<file path="src/rtl/matrix_entry_module.sv">
// ============================================================================
//  Module      : matrix_entry_module
//  Description : Captures the four 8-bit elements of a 2x2 matrix from the
//                slide switches, one element per debounced NEXT press, and
//                hands the completed matrix to the compute core with a
//                one-cycle done pulse and a valid level. CLEAR wipes entry.
//                Optional build macro INPUT_RANGE_CHECK_EN rejects element
//                values above MAX_VALUE with a one-cycle err_o pulse.
//  Revision    : 1.0 - initial release
// ============================================================================
`default_nettype none

module matrix_entry_module #(
    parameter int         DEBOUNCE_CYCLES = 1000000,
    parameter logic [7:0] MAX_VALUE       = 8'd99
) (
    input  logic       clock_100Mhz,
    input  logic       reset,
    input  logic       btn_next,
    input  logic       btn_clear,
    input  logic [7:0] sw_value,
    output logic [7:0] c11_o,
    output logic [7:0] c12_o,
    output logic [7:0] c21_o,
    output logic [7:0] c22_o,
    output logic [1:0] entry_idx_o,
    output logic       matrix_valid_o,
    output logic       load_done_o,
    output logic       err_o
);

    // Counter only needs to reach DEBOUNCE_CYCLES-1
    localparam int CNT_W = (DEBOUNCE_CYCLES > 2) ? $clog2(DEBOUNCE_CYCLES) : 1;
    localparam logic [CNT_W-1:0] CNT_LAST = CNT_W'(DEBOUNCE_CYCLES - 1);

    typedef enum logic {
        ST_ENTER = 1'b0,
        ST_DONE  = 1'b1
    } state_t;

    // Bit 0 = NEXT, bit 1 = CLEAR
    logic [1:0] btn_raw;
    logic [1:0] press_evt;
    logic       next_evt;
    logic       clr_evt;
    logic       accept;
    state_t     state_q;

    assign btn_raw  = {btn_clear, btn_next};
    assign next_evt = press_evt[0];
    assign clr_evt  = press_evt[1];

    // One synchronizer + debouncer + edge detector per button
    for (genvar gi = 0; gi < 2; gi++) begin : g_debounce
        logic             meta_q;
        logic             sync_q;
        logic             level_q;
        logic             level_prev_q;
        logic [CNT_W-1:0] cnt_q;

        // Level follows the synchronized input only after it has disagreed
        // for DEBOUNCE_CYCLES consecutive cycles; any agreeing sample restarts.
        always_ff @(posedge clock_100Mhz or posedge reset) begin
            if (reset) begin
                meta_q       <= 1'b0;
                sync_q       <= 1'b0;
                level_q      <= 1'b0;
                level_prev_q <= 1'b0;
                cnt_q        <= '0;
            end else begin
                meta_q       <= btn_raw[gi];
                sync_q       <= meta_q;
                level_prev_q <= level_q;
                if (sync_q != level_q) begin
                    if (cnt_q == CNT_LAST) begin
                        level_q <= sync_q;
                        cnt_q   <= '0;
                    end else begin
                        cnt_q <= cnt_q + CNT_W'(1);
                    end
                end else begin
                    cnt_q <= '0;
                end
            end
        end

        // Single-cycle event on the rising edge of the debounced level
        assign press_evt[gi] = level_q & ~level_prev_q;
    end

`ifdef INPUT_RANGE_CHECK_EN
    assign accept = (sw_value <= MAX_VALUE);
`else
    // Every value is accepted; the OR keeps MAX_VALUE referenced and folds to 1
    assign accept = 1'b1 | (sw_value <= MAX_VALUE);
`endif

    // Entry FSM with registered element, index, valid and pulse outputs
    always_ff @(posedge clock_100Mhz or posedge reset) begin
        if (reset) begin
            state_q        <= ST_ENTER;
            c11_o          <= 8'd0;
            c12_o          <= 8'd0;
            c21_o          <= 8'd0;
            c22_o          <= 8'd0;
            entry_idx_o    <= 2'd0;
            matrix_valid_o <= 1'b0;
            load_done_o    <= 1'b0;
            err_o          <= 1'b0;
        end else begin
            load_done_o <= 1'b0;
            err_o       <= 1'b0;
            if (clr_evt) begin
                // Clear takes priority over a simultaneous NEXT event
                state_q        <= ST_ENTER;
                c11_o          <= 8'd0;
                c12_o          <= 8'd0;
                c21_o          <= 8'd0;
                c22_o          <= 8'd0;
                entry_idx_o    <= 2'd0;
                matrix_valid_o <= 1'b0;
            end else if (next_evt) begin
                case (state_q)
                    ST_ENTER: begin
                        if (!accept) begin
                            err_o <= 1'b1;
                        end else begin
                            case (entry_idx_o)
                                2'd0:    c11_o <= sw_value;
                                2'd1:    c12_o <= sw_value;
                                2'd2:    c21_o <= sw_value;
                                default: c22_o <= sw_value;
                            endcase
                            entry_idx_o <= entry_idx_o + 2'd1;
                            if (entry_idx_o == 2'd3) begin
                                state_q        <= ST_DONE;
                                matrix_valid_o <= 1'b1;
                                load_done_o    <= 1'b1;
                            end
                        end
                    end
                    default: begin
                        // Restart press: value is not stored, old elements remain
                        state_q        <= ST_ENTER;
                        matrix_valid_o <= 1'b0;
                        entry_idx_o    <= 2'd0;
                    end
                endcase
            end
        end
    end

endmodule

`default_nettype wire
</file>
<file path="config.mk">
export PLATFORM = sky130hd
export DESIGN_NAME = matrix_entry_module
export DESIGN_NICKNAME = d
export VERILOG_FILES = /design/src/rtl/matrix_entry_module.sv
export SDC_FILE = /design/constraint.sdc
export NUM_CORES = 1
export LEC_CHECK = 0
export ABC_AREA = 1
export CORE_MARGIN = 1.5
export CORE_UTILIZATION = 55
export DETAILED_ROUTE_END_ITERATION = 12
export DONT_BUFFER_PORTS = 1
export HOLD_SLACK_MARGIN = 0.12
export PLACE_DENSITY = 0.7
export SYNTH_ARGS = -nofsm -noshare
export SYNTH_HDL_FRONTEND = slang
export SYNTH_SLANG_ARGS = --single-unit
export TNS_END_PERCENT = 30
</file>
<file path="constraint.sdc">
create_clock -name clock_100Mhz -period 4.3 [get_ports clock_100Mhz]
set_input_delay 0.86 -clock clock_100Mhz [delete_from_list [all_inputs] [get_ports clock_100Mhz]]
set_output_delay 0.86 -clock clock_100Mhz [all_outputs]
set_load 0.05 [all_outputs]
</file>
# After elaboration in Yosys (flattened, before gate mapping)
# Index checks and enable logic that the tools add are counted.
word_totals:
  ff_bits: 85
  in_bits: 12
  out_inout_bits: 37
  elab_cells: 81
classes:
  add_sub_neg: 3
  n_eq_ne: 9
  muxes: 33
  n_bitwise: 4
  n_reduce_logical: 14
ops:
  columns: ["cell", "count"]
  rows:
  - ["8-bit 2-to-1 mux", 16]
  - ["20-bit 2-to-1 mux", 4]
  - ["20-bit by 1-bit adder with 20-bit output, second input constant", 2]
  - ["20-bit == test, second input constant", 2]
  - ["3-bit AND reduction", 4]
  - ["1-bit 2-to-1 mux", 10]
  - ["2-bit nonzero test", 4]
  - ["2-bit 2-to-1 mux", 3]
  - ["2-bit AND reduction", 3]
  - ["2-bit == test, second input constant", 2]
  - ["3-bit nonzero test", 1]
  - ["3-bit OR reduction", 1]
  - ["2-bit by 1-bit adder with 2-bit output, second input constant", 1]
  - ["1-bit bitwise AND", 2]
  - ["2-bit by 1-bit == test with 1-bit output, second input constant", 1]
  - ["2-bit logical NOT", 1]
  - ["1-bit != test", 2]
  - ["2-bit by 1-bit != test with 1-bit output, second input constant", 1]
  - ["2-bit != test, second input constant", 1]
  - ["1-bit inverter", 2]

# Depth between registers and ports, before layout
# Gate-level depths: netlist of the first run.
logic_depth:
  word_depth: 6
  mapped_depth: 8
  mapped_depth_nobuf: 8

# Worst setup path after synthesis of the first run
# OpenSTA, ideal clock, no wires.
synth_timing:
  kind: "register -> output"
  start: "register entry_idx_o[0]"
  end: "output entry_idx_o[0]"
  arrival_time_ns: 0.637
  t_required_ns: 3.440
  path_slack_ns: 2.803
  path_stages_with_launch: 1
  n_path_buf: 0
  cell_sequence: "dfrtp_1"
synth_lines:
  columns: ["element", "line", "source"]
  rows:
  - ["start, declared", "26", "output logic [1:0] entry_idx_o,"]
  - ["start signal, assigned", "134", "entry_idx_o <= entry_idx_o + 2'd1;"]
# No word-level cell between the ends.

# Final worst setup path of the first run
layout_timing:
  start: "register g_debounce[1].level_q"
  end: "register c12_o[7]"
layout_between:
  elab_chain_cells: 3
  word_cells_on_any_way: 6
  cone_classes: "eq/ne: 1; mux: 1; bitwise: 1; reduce/logical: 3"
layout_rtl:
  columns: ["element", "line", "source"]
  rows:
  - ["start, declared", "57", "logic level_q;"]
  - ["start signal, assigned", "76", "level_q <= sync_q;"]
  - ["1-bit bitwise AND (*)", "88", "assign press_evt[gi] = level_q & ~level_prev_q;"]
  - ["2-bit != test (no source line) or 2-bit nonzero test (tied branches)", null, null]
  - ["3-bit AND reduction (no source line)", null, null]
  - ["end signal, assigned", "130", "2'd1: c12_o <= sw_value;"]
  - ["end, declared", "23", "output logic [7:0] c12_o,"]
# Every way passes the cells marked *; elsewhere a longest branch is shown, timed or not.
# A chain may end at the register's enable or synchronous reset.

==> results.json, run 1 <==
{
  "period_share_pct": 47.45,
  "io_buffers": 0,
  "timing.reg2reg.setup_slack_ns": 2.26,
  "synth_mux_area_share_pct": 0,
  "utilization_pct": 60.67,
  "numCtsBuffers": 9,
  "synth_cell_types": 29,
  "root_buffer": "clkbuf_8",
  "synth-adder-area-share_pct": 1.811,
  "cts_tree": "yes",
  "clock-sinks": 85,
  "fin_tns_setup_ns": 0,
  "wl_met3_um": 435,
  "hp-class": "flip-flop to flip-flop",
  "clk_pin_slew_ns": 0.09,
  "overflow": 0,
  "synth_area_per_cell_um2": 8.310,
  "start_util_pct": 56.86,
  "critPathArrivalTime_ns": 2.33,
  "synth_compound_area_share_pct": 2.233,
  "nNetsFinal": 523,
  "met2_length_um": 3859,
  "route.layer.met1.wl_um": 3811,
  "insertion_delay_ns": 0.35,
  "crit_type": "flip-flop to flip-flop",
  "post-route-min-period_ns": 2.040,
  "cts_resized": 0,
  "avgRoutedWirePerCell_um": 13.48,
  "fmax_ghz": 0.4901,
  "setup-violations-final": 0,
  "yosys_warnings": 0,
  "slew_headroom_pct": 33.43,
  "top_layer_used": "met4",
  "wl_um": 8207,
  "rsz0062_at_grt": "false",
  "coreArea_mm2": 0.007292,
  "peakVddDrop_uv": 172.9,
  "critPathMaxFanout": 27,
  "die_y_um": 89.83,
  "dp_hpwl_um": 6073,
  "syn-num-nets": 517,
  "final_common_cell": "nand2_1",
  "cpLargestDelayFamily": "buffers and inverters",
  "slowest_delay_ns": 0.50,
  "grt_usage_pct": 22.63,
  "final_cells": 609,
  "diodes": 0,
  "die_area_mm2": 0.008069,
  "cts.path.max_buffers": 2,
  "final_cell_mix": "nand2_1 (124), nor2_1 (91), dfrtp_1 (85)",
  "status": "finished clean",
  "layout-drive-gt1-share_pct": 8.627,
  "synthXorXnorAreaFrac_pct": 5.462,
  "placed_cells": 593,
  "cts_hold_buf": 0,
  "grt_start_max_net_pins": 61,
  "synth_top_family_by_area": "simple AND/OR/NAND/NOR gates",
  "synthFlopType": "dfrtp_1",
  "drc": 0,
  "hold_viol_final": 0,
  "cp_data_required_time_ns": 4.59,
  "rows": 31,
  "yosys.area_share.simple_pct": 33.86,
  "postRouteAntennaNets": 0,
  "synth_seq_area_share_pct": 51.30,
  "ios": 49,
  "grt_pass1_wl_um": 14690,
  "antenna_found_initial": 0,
  "async_reset_ff_share_pct": 100.0,
  "maxCapViolCount": 0,
  "synth_edf_count": 0,
  "vias": 3139,
  "path_cells": "inv_1 > nor2_1 > inv_1 > buf_4 > nand2_4 > nand2_1 > nand2_1",
  "crit_buf_inv": 3,
  "report.power.total_uw": 1377,
  "vias_per_cell": 5.154,
  "cp-end-kind": "flip-flop",
  "p_leak_uw": 0.002028,
  "post_cts_buffers": 0,
  "cp_slowest_cell": "nor2_1",
  "gp_congestion": 0.8775,
  "cts_htree_levels": 3,
  "grt_pass1_vias": 3095,
  "drtIter0Drc": 173,
  "area_growth_pct": 6.699,
  "worst_slew_pin_slew_ns": 0.9973,
  "synth_cells": 499,
  "startpoint_type": "flip-flop",
  "drt_first_pass_iters": 4,
  "synthesis.area_mm2": 0.004146,
  "fin_worst_skew_ns": 0.01139,
  "fp.dieW_um": 89.83,
  "ys_ff_latch": 85,
  "power_density_mw_per_mm2": 311.4,
  "slew_viol_final": 0
}
## through the flow
step                setup WS [ns]  hold slack [ns]  cell area, µm²
floorplan                   1.247           0.3312            4146
global placement            2.392           0.3396            4242
detailed placement          2.305           0.3379            4242
CTS                         2.286           0.3597            4424
global route                2.007           0.3752            4424
finish                      2.260           0.3595            4424
## path summary, 6_finish.rpt
path	start	endpoint	cells past startpoint
setup / recovery	g_debounce[1].level_q$_DFFE_PP0P_	c12_o[7]$_DFFE_PP0P_	7
hold / removal	g_debounce[1].meta_q$_DFF_PP0_	g_debounce[1].sync_q$_DFF_PP0_	0
setup reg to reg	g_debounce[1].level_q$_DFFE_PP0P_	c12_o[7]$_DFFE_PP0P_	7
hold reg to reg	g_debounce[1].meta_q$_DFF_PP0_	g_debounce[1].sync_q$_DFF_PP0_	0
max in group asynchronous	reset	c12_o[5]$_DFFE_PP0P_	2
min in group asynchronous	reset	g_debounce[0].cnt_q[2]$_DFF_PP0_	1
## metal layers
layer	GRT usage [%]	vias up
met2	35.37	66
met3	5.668	10
met5	0	-
met1	31.16	1473
li1	-	1590
met4	7.143	0
## cell families after synthesis
kind of cell / Yosys count
AND/OR/NAND/NOR: 313
flip-flops: 85
AO/OA/AOI/OAI: 16
buffers and inverters: 53
adder cells (fa/ha/maj): 6
XOR/XNOR: 25
other: 1
## Yosys cell counts (all sizes together) (4+ instances only)
cell type / number / area [µm²]
inv: 46 / 172.7
ha: 6 / 75.07
o21ai: 9 / 45.04
xor2: 17 / 156.4
nor3: 6 / 30.03
nor2: 100 / 421.7
nand4: 7 / 43.79
nand3: 64 / 330.3
a21oi: 4 / 20.02
buf: 7 / 45.03
nand2: 134 / 563.1
dfrtp: 85 / 2127
xnor2: 8 / 70.07
## power by group
| part | switching (µW) | leakage, µW | internal [µW] |
|---|---|---|---|
| combinational | 36.1 | 0.000929 | 8.96 |
| sequential | 5.34 | 0.00101 | 805 |
| clock | 301 | 0.0000934 | 221 |
| total | 342 | 0.00203 | 1040 |
## state kept, by name, summed over array words and instances (netlist names)
register / count
entry_idx_o: 2
g_debounce.meta_q: 2
c21_o: 8
matrix_valid_o: 1
g_debounce.sync_q: 2
g_debounce.cnt_q: 40
c22_o: 8
g_debounce.level_prev_q: 2
load_done_o: 1
c12_o: 8
c11_o: 8
state_q: 1
g_debounce.level_q: 2
## worst reg2reg max path, cell delays in order, from the launching register on
cell,delay (ns)
dfrtp_1,0.41
inv_1,0.05
nor2_1,0.50
inv_1,0.39
buf_4,0.35
nand2_4,0.16
nand2_1,0.06
nand2_1,0.08
## final cells by class
cell class	instances	area, µm²
sequential	85	2127
clock inverter	6	55.05
fill	675	2868
clock buffer	10	127.6
multi-input combinational	361	1802
inverter	46	173.9
timing repair buffer	2	15.01
tap	99	123.9
Power figures use the tool's default switching activity.
==> run 2, diff against run 1 <==
clock period = 2.1 ns   (was 4.3 ns; I/O delays follow)
==> results.json, run 2 (same netlist as run 1, synthesis figures left out) <==
{
  "status": "finished clean",
  "numCtsBuffers": 9,
  "cts_htree_levels": 3,
  "regMostFlops": "g_debounce.cnt_q",
  "placed_area_mm2": 0.004294,
  "p_leak_uw": 0.002083,
  "layout-drive-gt1-share_pct": 9.653,
  "rsz0062_at_grt": "false",
  "fillers": 671,
  "intPower_uw": 2384,
  "worst_slew_pin_slew_ns": 0.6191,
  "setup-violations-final": 0,
  "fin_worst_skew_ns": 0.008631,
  "clk_pin_slew_ns": 0.08,
  "report.power.total_uw": 3077,
  "slew_viol_final": 0,
  "dp_hpwl_um": 6091,
  "netSwitchingFraction_pct": 22.53,
  "path_cells": "ha_1 > nand3_1 > nor2_2 > nand3_2 > nand2_2 > nor2_1",
  "crit_type": "flip-flop to flip-flop",
  "largest_register_ffs": 40,
  "startpoint_type": "flip-flop",
  "clock-sinks": 85,
  "cp_data_required_time_ns": 2.34,
  "combPwrFrac_pct": 3.2,
  "post-route-min-period_ns": 1.530,
  "cts.path.max_buffers": 2,
  "p_switching_uw": 693.3,
  "diodes": 0,
  "final_cell_mix": "nand2_1 (124), nor2_1 (91), dfrtp_1 (85)",
  "cts_hold_buf": 3,
  "slowest_delay_ns": 0.39,
  "rr_worst_depth": 6,
  "critPathArrivalTime_ns": 1.77,
  "critPathMaxFanout": 8,
  "antenna_found_initial": 0,
  "cp-end-kind": "flip-flop",
  "root_buffer": "clkbuf_8",
  "reg2reg_to": "g_debounce[0].cnt_q[18]$_DFF_PP0_",
  "crit_path_start": "g_debounce[0].cnt_q[0]$_DFF_PP0_",
  "cts_resized": 0,
  "maxCapViolCount": 0,
  "grt_pass1_wl_um": 15120,
  "avgRoutedWirePerCell_um": 13.85,
  "overflow": 0,
  "power_density_mw_per_mm2": 675.7,
  "drt_first_pass_iters": 5,
  "postRouteAntennaNets": 0,
  "post_cts_buffers": 0,
  "period_share_pct": 72.84,
  "coreArea_mm2": 0.007292,
  "cp_slowest_cell": "dfrtp_1",
  "final_cell_area_mm2": 0.004554,
  "ios": 49,
  "drc": 0,
  "fin_hold_ws_ns": 0.3307,
  "grt_pass1_vias": 3164,
  "nNetsFinal": 531,
  "vias_per_cell": 5.160,
  "drtIter0Drc": 176,
  "timing.reg2reg.setup_slack_ns": 0.57,
  "pwr-share-seq_pct": 53.9,
  "grt_usage_pct": 23.36,
  "start_util_pct": 56.86,
  "fp.dieW_um": 89.83,
  "final_common_cell": "nand2_1",
  "peakVddDrop_uv": 384.6,
  "die_area_mm2": 0.008069,
  "slew_headroom_pct": 58.59,
  "grt_start_max_net_pins": 86,
  "fin_tns_setup_ns": 0,
  "die_y_um": 89.83,
  "clkPwrFrac_pct": 42.8,
  "cts_tree": "yes",
  "vias": 3184,
  "fmax_ghz": 0.6538,
  "io_buffers": 0,
  "insertion_delay_ns": 0.36,
  "r2r_start": "g_debounce[0].cnt_q[0]$_DFF_PP0_",
  "crit_end": "g_debounce[0].cnt_q[18]$_DFF_PP0_",
  "hp-class": "primary input to flip-flop",
  "area_growth_pct": 9.837,
  "rows": 31,
  "hold_viol_final": 0,
  "wl_um": 8547,
  "gp_congestion": 0.8714
}
[run 2: worst min-delay path by stage]
stage               slack [ns]                           start                              to  cells after the start
floorplan                 0.33  g_debounce[0].meta_q$_DFF_PP0_  g_debounce[0].sync_q$_DFF_PP0_                      0
global placement          0.34  g_debounce[1].meta_q$_DFF_PP0_  g_debounce[1].sync_q$_DFF_PP0_                      0
detailed placement        0.34  g_debounce[0].meta_q$_DFF_PP0_  g_debounce[0].sync_q$_DFF_PP0_                      0
CTS                       0.31                     sw_value[7]            c11_o[7]$_DFFE_PP0P_                      4
global route              0.34                     sw_value[6]            c22_o[6]$_DFFE_PP0P_                      4
finish                    0.33                     sw_value[0]            c22_o[0]$_DFFE_PP0P_                      4
[run 2: final cells by class]
class	instances	area, µm²	area share, %
clock buffer	10	137.6	3.022
clock inverter	6	92.59	2.033
inverter	46	176.4	3.874
multi-input combinational	361	1802	39.56
sequential	85	2127	46.70
tap	99	123.9	2.720
timing repair buffer	10	95.09	2.088
[run 2: metal layers]
layer	up-vias	track usage (%)	share of wire, %
li1	1600	-	-
met1	1504	32.55	47
met2	68	35.69	46
met3	12	5.922	5.4
met4	0	8.201	1.5
met5	-	0	0
[run 2: critical path, delay by kind of cell, from the launching register on]
family                     cells  cell delay, ns
adders and majority gates      1            0.20
and+or+nand+nor                5            0.83
DFF                            1            0.39
[run 2: power groups by stage]
stage	Combinational, µW	Clock (µW)	Sequential [µW]
5_1_grt	115	1420	1660
3_5_place_dp	97.8	0	1690
4_1_cts	103	1350	1660
6_report	99.6	1320	1660
2_1_floorplan	70.9	0	1690
3_3_place_gp	96.6	0	1690
[run 2: per-stage QoR]
stage                     std cells  utilization (%)  worst slack [ns]
after detailed placement        598            58.89            0.5926
after floorplan                 499                -            0.6431
after global routing            617            62.46            0.3956
after CTS                       617            62.46            0.5643
final                           617            62.46            0.5704
after global placement          598            58.89            0.6609
==> run 3, diff against run 2 <==
PLACE_DENSITY = 0.73   (was 0.7)
clock period = 1.3 ns   (was 2.1 ns; I/O delays follow)
==> results.json, run 3 (same netlist as run 1, synthesis figures left out) <==
{
  "fillers": 527,
  "path_cells": "ha_4 > nand3_4 > buf_12 > nor2_4 > buf_6 > nand3_2 > nand2_2 > nand3_2 > nor2_1",
  "placed_area_mm2": 0.004544,
  "clk_pin_slew_ns": 0.09,
  "cts_htree_levels": 3,
  "final.setup.worst_slack_ns": -0.1377,
  "report.power.total_uw": 4742,
  "clock-sinks": 85,
  "avgRoutedWirePerCell_um": 15.75,
  "hp-class": "primary input to flip-flop",
  "rows": 31,
  "ios": 49,
  "cp_data_required_time_ns": 1.58,
  "die_y_um": 89.83,
  "period_share_pct": 110.6,
  "vias": 3565,
  "critPathMaxFanout": 3,
  "overflow": 0,
  "wl_um": 10350,
  "final_cell_area_mm2": 0.005231,
  "cp_slowest_cell": "dfrtp_1",
  "startpoint_type": "flip-flop",
  "slowest_delay_ns": 0.41,
  "coreArea_mm2": 0.007292,
  "critPathArrivalTime_ns": 1.72,
  "rsz0062_at_grt": "true",
  "cpLargestDelayFamily": "simple AND/OR/NAND/NOR gates",
  "final_cells": 657,
  "insertion_delay_ns": 0.36,
  "fp.dieW_um": 89.83,
  "hold_viol_final": 0,
  "hp-start": "sw_value[1]",
  "placed_cells": 628,
  "drc": 0,
  "grt_start_max_net_pins": 86,
  "root_buffer": "clkbuf_8",
  "cts.path.max_buffers": 2,
  "io_buffers": 0,
  "grt_pass1_wl_um": 15780,
  "crit_buf_inv": 2,
  "start_util_pct": 56.86,
  "final_common_cell": "nand2_1",
  "status": "complete, but fails checks",
  "fin_worst_skew_ns": 0.01418,
  "layout-drive-gt1-share_pct": 28.49,
  "numCtsBuffers": 9,
  "worst_slew_pin_slew_ns": 0.5142,
  "fmax_ghz": 0.6956,
  "r2r_start": "g_debounce[1].cnt_q[1]$_DFF_PP0_",
  "crit_path_start": "g_debounce[1].cnt_q[1]$_DFF_PP0_",
  "antenna_found_initial": 0,
  "gp_congestion": 0.9227,
  "slew_headroom_pct": 65.72,
  "maxCapViolCount": 0,
  "power_density_mw_per_mm2": 906.4,
  "area_growth_pct": 26.16,
  "grt_usage_pct": 24.25,
  "fin_tns_setup_ns": -1.829,
  "crit_top_cell": "nand3_2",
  "drt_first_pass_iters": 5,
  "final_cell_mix": "nand2_1 (114), dfrtp_1 (73), nor2_1 (66)",
  "largest_register_ffs": 40,
  "drtIter0Drc": 270,
  "nNetsFinal": 571,
  "postRouteAntennaNets": 0,
  "vias_per_cell": 5.426,
  "slew_viol_final": 0,
  "pre_cts_ws_ns": -0.09083,
  "die_area_mm2": 0.008069,
  "p_leak_uw": 0.002350,
  "regMostFlops": "g_debounce.cnt_q",
  "setup-violations-final": 26,
  "peakVddDrop_uv": 789.9,
  "cp-end-kind": "flip-flop",
  "crit_type": "flip-flop to flip-flop",
  "violations": "negative setup slack",
  "grt_pass1_vias": 3387,
  "cts_tree": "yes",
  "post-route-min-period_ns": 1.438,
  "diodes": 0,
  "dp_hpwl_um": 6232
}
## run 3: changes by cell type in the layout (fill, tap and decap cells not counted), sizes merged
cell | previous run | this run
bufinv | 2 | 0
clkinv | 0 | 1
buf | 7 | 47
clkbuf | 10 | 11
## run 3: timing repair
action / in CTS / in global routing
endpoints found under the setup margin: 30 / 74
pin swaps: 9 / 38
setup buffers: 2 / 8
hold buffers: 3 / 0
resized for setup: 23 / 83
hold endpoints to repair: 87 / 0
## run 3: metal layers
| metal | part of all wire [%] | vias to the layer above | track usage (%) |
|---|---|---|---|
| li1 | - | 1688 | - |
| met1 | 41 | 1716 | 33.09 |
| met2 | 52 | 138 | 38.42 |
| met3 | 5.7 | 23 | 5.415 |
| met4 | 2.0 | 0 | 8.466 |
| met5 | 0 | - | 0 |
## run 3: final timing paths
path | end | cells past startpoint | slack (ns)
setup / recovery | g_debounce[1].cnt_q[14]$_DFF_PP0_ | 9 | -0.14
hold / removal | c11_o[1]$_DFFE_PP0P_ | 4 | 0.16
min in group asynchronous | g_debounce[0].cnt_q[4]$_DFF_PP0_ | 3 | 0.49
setup reg to reg | g_debounce[1].cnt_q[14]$_DFF_PP0_ | 9 | -0.14
max in group asynchronous | c11_o[7]$_DFFE_PP0P_ | 3 | 0.45
hold reg to reg | g_debounce[1].sync_q$_DFF_PP0_ | 0 | 0.36
## run 3: through the flow
stage	util (%)	hold slack (ns)
detailed placement	62.32	0.2915
global route	71.74	0.1672
floorplan	-	0.2914
CTS	66.95	0.1574
global placement	62.32	0.2862
finish	71.74	0.1645
## run 3: power breakdown
part	switching (µW)	total [µW]	internal [µW]	leakage [µW]
logic	153	234	81.2	0.00126
clock network	1000	1820	816	0.0000926
registers	26.2	2690	2660	0.000993
## run 3: area by class of cell
| type | instances | area [µm²] | share of cell area (%) |
|---|---|---|---|
| clock inverters | 5 | 41.29 | 0.7893 |
| flip-flops and latches | 85 | 2142 | 40.95 |
| multi-input cells | 361 | 2145 | 41.00 |
| well taps | 99 | 123.9 | 2.368 |
| repair buffers | 50 | 451.7 | 8.634 |
| inverters | 46 | 176.4 | 3.372 |
| clock buffers | 11 | 151.4 | 2.894 |
## run 3: worst reg2reg max path, cell delays in order (launching register included)
cell	delay, ns
dfrtp_1	0.41
ha_4	0.17
nand3_4	0.09
buf_12	0.14
nor2_4	0.12
buf_6	0.12
nand3_2	0.06
nand2_2	0.08
nand3_2	0.07
nor2_1	0.11
